--- config.mk ---
export PLATFORM = sky130hd
export DESIGN_NAME = dft_fpga_core
export DESIGN_NICKNAME = d
export VERILOG_FILES = /design/src/rtl/dft_fpga_core.sv
export SDC_FILE = /design/constraint.sdc
export NUM_CORES = 1
export LEC_CHECK = 0
export CAP_MARGIN = 20
export CELL_PAD_IN_SITES_DETAIL_PLACEMENT = 0
export CELL_PAD_IN_SITES_GLOBAL_PLACEMENT = 1
export CORE_UTILIZATION = 38
export CTS_CLUSTER_SIZE = 40
export DETAILED_ROUTE_END_ITERATION = 10
export HOLD_SLACK_MARGIN = 0.03
export PLACE_DENSITY = 0.79
export SLEW_MARGIN = 5
export SYNTH_ARGS = -nofsm -noshare
export SYNTH_HDL_FRONTEND = slang
export SYNTH_SLANG_ARGS = --single-unit
--- constraint.sdc ---
create_clock -name AXI_S_ACLK -period 3.5 [get_ports AXI_S_ACLK]
set_clock_uncertainty 0.15 [all_clocks]
set_input_delay 1.05 -clock AXI_S_ACLK [delete_from_list [all_inputs] [get_ports AXI_S_ACLK]]
set_output_delay 1.05 -clock AXI_S_ACLK [all_outputs]
set_load 0.01 [all_outputs]
--- src/rtl/dft_fpga_core.sv ---
// PL-side register block of the Zynq DFT test design: ID, scratch, and a
// programmable countdown engine that raises a level interrupt when it expires.
module dft_fpga_core #(
    parameter int ADDR_WIDTH = 24
) (
    input  logic                  AXI_S_ACLK,
    input  logic                  AXI_S_ARESETn,
    input  logic                  AXI_S_AWVALID,
    output logic                  AXI_S_AWREADY,
    input  logic [ADDR_WIDTH-1:0] AXI_S_AWADDR,
    input  logic [2:0]            AXI_S_AWPROT,
    input  logic                  AXI_S_WVALID,
    output logic                  AXI_S_WREADY,
    input  logic [31:0]           AXI_S_WDATA,
    input  logic [3:0]            AXI_S_WSTRB,
    output logic                  AXI_S_BVALID,
    input  logic                  AXI_S_BREADY,
    output logic [1:0]            AXI_S_BRESP,
    input  logic                  AXI_S_ARVALID,
    output logic                  AXI_S_ARREADY,
    input  logic [ADDR_WIDTH-1:0] AXI_S_ARADDR,
    input  logic [2:0]            AXI_S_ARPROT,
    output logic                  AXI_S_RVALID,
    input  logic                  AXI_S_RREADY,
    output logic [31:0]           AXI_S_RDATA,
    output logic [1:0]            AXI_S_RRESP,
    output logic                  INTERRUPT
);

    localparam logic [31:0] ID_VALUE    = 32'h4446_5400;
    localparam logic [5:0]  IDX_ID      = 6'd0;
    localparam logic [5:0]  IDX_SCRATCH = 6'd1;
    localparam logic [5:0]  IDX_CTRL    = 6'd2;
    localparam logic [5:0]  IDX_STATUS  = 6'd3;
    localparam logic [5:0]  IDX_COUNT   = 6'd4;
    localparam logic [5:0]  IDX_REMAIN  = 6'd5;
    localparam logic [1:0]  RESP_OKAY   = 2'b00;
    localparam logic [1:0]  RESP_SLVERR = 2'b10;

    logic [31:0] scratch;
    logic [31:0] count;
    logic [31:0] remain;
    logic        irq_en;
    logic        busy;
    logic        done;

    logic        wr_fire;
    logic        rd_fire;
    logic [5:0]  wr_idx;
    logic [5:0]  rd_idx;
    logic        go;
    logic        done_clr;
    logic        done_set;
    logic [31:0] rd_word;
    logic        rd_err;
    logic        unused_inputs;

    // Handshakes: a transfer happens on the rising edge where VALID and READY
    // are both high. READY is a registered one-cycle pulse, and a response
    // VALID holds with stable payload until its READY is seen.
    assign wr_fire = AXI_S_AWVALID & AXI_S_AWREADY & AXI_S_WVALID & AXI_S_WREADY;
    assign rd_fire = AXI_S_ARVALID & AXI_S_ARREADY;
    assign wr_idx  = AXI_S_AWADDR[7:2];
    assign rd_idx  = AXI_S_ARADDR[7:2];

    assign go       = wr_fire && (wr_idx == IDX_CTRL) && AXI_S_WSTRB[0] && AXI_S_WDATA[0];
    assign done_clr = wr_fire && (wr_idx == IDX_STATUS) && AXI_S_WSTRB[0] && AXI_S_WDATA[1];
    assign done_set = go ? (count == 32'd0) : (busy && (remain == 32'd1));

    assign INTERRUPT = done & irq_en;

    assign unused_inputs = ^{AXI_S_AWPROT, AXI_S_ARPROT,
                             AXI_S_AWADDR[ADDR_WIDTH-1:8], AXI_S_AWADDR[1:0],
                             AXI_S_ARADDR[ADDR_WIDTH-1:8], AXI_S_ARADDR[1:0]};

    function automatic logic [31:0] apply_strb(input logic [31:0] old_val,
                                               input logic [31:0] new_val,
                                               input logic [3:0]  strb);
        logic [31:0] res;
        res = old_val;
        for (int i = 0; i < 4; i++) begin
            if (strb[i]) res[8*i +: 8] = new_val[8*i +: 8];
        end
        return res;
    endfunction

    always_comb begin
        rd_word = 32'd0;
        rd_err  = 1'b0;
        case (rd_idx)
            IDX_ID:      rd_word = ID_VALUE;
            IDX_SCRATCH: rd_word = scratch;
            IDX_CTRL:    rd_word = {30'd0, irq_en, 1'b0};
            IDX_STATUS:  rd_word = {30'd0, done, busy};
            IDX_COUNT:   rd_word = count;
            IDX_REMAIN:  rd_word = remain;
            default:     rd_err  = 1'b1;
        endcase
    end

    always_ff @(posedge AXI_S_ACLK) begin
        if (!AXI_S_ARESETn) begin
            AXI_S_AWREADY <= 1'b0;
            AXI_S_WREADY  <= 1'b0;
            AXI_S_BVALID  <= 1'b0;
            AXI_S_BRESP   <= RESP_OKAY;
            scratch       <= 32'd0;
            count         <= 32'd0;
            irq_en        <= 1'b0;
        end else begin
            AXI_S_AWREADY <= 1'b0;
            AXI_S_WREADY  <= 1'b0;
            if (AXI_S_AWVALID && AXI_S_WVALID && !AXI_S_BVALID && !AXI_S_AWREADY) begin
                AXI_S_AWREADY <= 1'b1;
                AXI_S_WREADY  <= 1'b1;
            end
            if (wr_fire) begin
                AXI_S_BVALID <= 1'b1;
                AXI_S_BRESP  <= (wr_idx > IDX_REMAIN) ? RESP_SLVERR : RESP_OKAY;
                case (wr_idx)
                    IDX_SCRATCH: scratch <= apply_strb(scratch, AXI_S_WDATA, AXI_S_WSTRB);
                    IDX_CTRL:    if (AXI_S_WSTRB[0]) irq_en <= AXI_S_WDATA[1];
                    IDX_COUNT:   count <= apply_strb(count, AXI_S_WDATA, AXI_S_WSTRB);
                    default:     ;
                endcase
            end else if (AXI_S_BREADY) begin
                AXI_S_BVALID <= 1'b0;
            end
        end
    end

    always_ff @(posedge AXI_S_ACLK) begin
        if (!AXI_S_ARESETn) begin
            AXI_S_ARREADY <= 1'b0;
            AXI_S_RVALID  <= 1'b0;
            AXI_S_RDATA   <= 32'd0;
            AXI_S_RRESP   <= RESP_OKAY;
        end else begin
            AXI_S_ARREADY <= AXI_S_ARVALID && !AXI_S_RVALID && !AXI_S_ARREADY;
            if (rd_fire) begin
                AXI_S_RVALID <= 1'b1;
                AXI_S_RDATA  <= rd_word;
                AXI_S_RRESP  <= rd_err ? RESP_SLVERR : RESP_OKAY;
            end else if (AXI_S_RREADY) begin
                AXI_S_RVALID <= 1'b0;
            end
        end
    end

    // A zero load finishes at the GO edge itself; otherwise the last decrement
    // (REMAIN 1 -> 0) is the edge that drops BUSY and sets DONE.
    always_ff @(posedge AXI_S_ACLK) begin
        if (!AXI_S_ARESETn) begin
            remain <= 32'd0;
            busy   <= 1'b0;
            done   <= 1'b0;
        end else begin
            if (go) begin
                remain <= count;
                busy   <= (count != 32'd0);
            end else if (busy) begin
                remain <= remain - 32'd1;
                if (remain == 32'd1) busy <= 1'b0;
            end
            if (done_set)      done <= 1'b1;
            else if (done_clr) done <= 1'b0;
        end
    end

endmodule

==> results.toml <==
[outcome]
status = "complete, no violations"

[sta]
tightest_slew_ns = 0.723
setup_viol_count_final = 0
rsz0062_at_grt = "no"
fmaxAchievable_mhz = 331
finalHoldViolations = 0
slew-limit-headroom = 0.513
finalCritPeriodShare = 0.864
period_needed_ns = 3.03
slew_violations = 0
setup_tns_ns = 0
hold_slack_ns = 0.300

[grt]
grt-ovfl-total = 0
grt_pass1_wl_um = 27400
grtUsageTotal = 0.218
grt_max_degree = 84
antenna_found_initial = 0
grt_pass1_vias = 5097

[floorplanning]
dieArea_um2 = 16500
start_util = 0.395
core_area_um2 = 15400
row_count = 45
die_h_um = 128
ios = 139
die_w_um = 128

[placement]
numPortBuffers = 94
dp.cells = 937
hpwl_um = 11900
gp_congestion = 0.842

[worst_setup_path]
worst-path-buf-inv = 2
cp_slowest_stage_delay_ns = 0.55
end_kind = "register"
start_kind = "input pin"
cp.depth = 7
crit_family = "simple AND/OR/NAND/NOR gates"
ff2ff_path_depth = 5
crit_chain = "clkdlybuf4s50_1 -> or3_4 -> or4b_4 -> buf_4 -> nor2_8 -> mux2i_1 -> nor2_1"
worstPathArrival_ns = 3.17
critPathRequiredTime_ns = 3.64
critPathMaxFanout = 8
slowest_stage = "or4b_4"
setup.worst_path.class = "in -> reg"

[routing]
wl_per_cell_um = 17.8
via_per_inst = 5.52
firstDrtPassIters = 5
remaining_drc_errors = 0
via_count = 5340
drt-total-wl_um = 17300
drtAntennaViolNets = 0
drt_iter0_drc = 415

[layout]
num-fill-cells = 1414
syn2layout_area_growth_pct = 29.3
seq_area_um2 = 2740
nets = 844
n_antenna_cell = 0
multi_input_area_um2 = 3130
stdcell_count = 968
drive_gt1_frac = 0.0845

[power]
pwr-share-comb = 0.042
p_total_mw = 3.45
p_clk_frac = 0.503
power_density_nw_per_um2 = 439
ir_drop_uv = 286
p_leak_nw = 2.93
switching_share = 0.208
p_int_mw = 2.73
seq_power_share = 0.455
switchingPower_mw = 0.716

[clock_network]
path_clk_slew_ns = 0.05
clk_latency_ns = 0.42
post_cts_resized = 0
postCtsSetupBuffers = 0
cts_hold_buffers = 0
cts_buffers = 17
cts_buffer_depth = 2
cts_tree = "built"
clock_sinks = 137
htree_levels = 4
ctsRootBufferMaster = "clkbuf_16"

[synthesis]
ys_seq_elements = 137
avgSynthCellArea_um2 = 9.22
synth_top_area_share = 0.452
syn_area_um2 = 6060
synth_edf_count = 0
synthCells = 658
synth_area_leader_cell = "dfxtp_1"
yosysWarnings = 0
synth_ff_type = "dfxtp_1"
ys_seq_area_frac = 0.452
yosys.cell_types.count = 52
synth-async-reset-ratio = 0
synth_area_leaders = "dfxtp_1, mux2i_1, nor2_1"

[hold_path]
hp-class = "reg -> reg"
worst_hold_path.num_cells = 2

[job]
maxCapViolations = 0
-- cell type report --
type / instances / share of cell area
Timing Repair Buffer: 110 / 0.143
Sequential cell: 137 / 0.350
Inverter: 4 / 0.00191
Multi-Input combinational cell: 475 / 0.399
Tap cell: 211 / 0.0337
Clock inverter: 9 / 0.0124
Clock buffer: 22 / 0.0605
-- sequential cells by signal (all words and copies together) (netlist names) --
signal         count
AXI_S_RDATA       32
count             32
remain            32
scratch           32
AXI_S_ARREADY      1
AXI_S_BRESP        1
AXI_S_BVALID       1
AXI_S_RRESP        1
AXI_S_RVALID       1
AXI_S_WREADY       1
busy               1
done               1
irq_en             1
-- path summary, 6_finish.rpt --
kind / start / endpoint / slack (ns)
worst max-delay path: AXI_S_AWADDR[5] / scratch[26]$_SDFFE_PN0P_ / 0.47
worst min-delay path: AXI_S_RDATA[25]$_SDFFE_PN0P_ / AXI_S_RDATA[25]$_SDFFE_PN0P_ / 0.30
worst max register to register: remain[4]$_SDFFE_PN0P_ / remain[30]$_SDFFE_PN0P_ / 1.27
worst min register to register: AXI_S_RDATA[25]$_SDFFE_PN0P_ / AXI_S_RDATA[25]$_SDFFE_PN0P_ / 0.30
-- per-stage QoR --
step / cell area [um^2] / util / setup WS (ns)
floorplan: 6070 / - / 0.613
global placement: 7270 / 0.473 / 0.0751
detailed placement: 7270 / 0.473 / 0.0479
CTS: 7840 / 0.510 / 0.487
global route: 7840 / 0.510 / 0.393
finish: 7840 / 0.510 / 0.475
-- synth_stat cells, types with 2 or more instances --
library cell	instances
a31oi_1	10
a21oi_1	24
dfxtp_1	137
a211oi_1	14
mux2_2	2
a22o_1	2
xor2_1	15
inv_1	4
nor3b_1	2
clkbuf_1	36
a222oi_1	22
nand2_1	53
nor2_1	91
buf_4	3
nand3_1	9
and3_1	5
buf_6	2
nor4_1	16
a21o_1	8
nor2_8	3
xnor2_1	16
a22oi_1	8
and4_1	3
ha_1	2
or3_1	2
nand4_1	11
nor2_2	3
nor3_1	15
nor4b_2	3
nor2b_1	5
mux2i_1	66
and2_1	4
nand2b_1	2
o21ai_0	42
-- power by group through the flow --
stage / combinational (mW) / clock [mW] / sequential (mW)
2_1_floorplan: 0.0461 / 0 / 1.60
5_1_grt: 0.157 / 1.83 / 1.57
3_5_place_dp: 0.146 / 0 / 1.60
3_3_place_gp: 0.143 / 0 / 1.60
6_report: 0.146 / 1.73 / 1.57
4_1_cts: 0.146 / 1.76 / 1.57
-- logic make-up after synthesis --
logic type / share of synthesized area
buffers and inverters: 0.0336
adders and majority gates: 0.00413
muxes: 0.113
xor gates and xnor gates: 0.0448
AOI/OAI and AO/OA: 0.146
other: 0.000618
DFF: 0.452
and+or+nand+nor: 0.205
-- worst reg2reg max path: stages (launching register included) --
cell and delay, ns:
dfxtp_1 0.37, nor4_4 0.55, nand3_1 0.35, nor4_1 0.43, xnor2_1 0.17, a21oi_1 0.08
-- per-layer routing --
layer,part of all wire,global-route usage,wire length [um]
met5,0,0,0
met4,0.019,0.0830,323
met3,0.073,0.0503,1260
met2,0.44,0.324,7540
met1,0.47,0.306,8140
-- placed cells by master (no fill, tap or decap), drive strengths merged, types with 9 or more instances in the layout --
master	instances
dfxtp	137
nand3	9
clkbuf	22
a21oi	24
a211oi	14
a31oi	10
xor2	15
xnor2	16
buf	16
nand4	11
clkdlybuf4s50	94
mux2i	66
nor4	18
o21ai	42
nor3	15
a222oi	22
nor2	97
nand2	53
(Power assumes the default switching activity.)
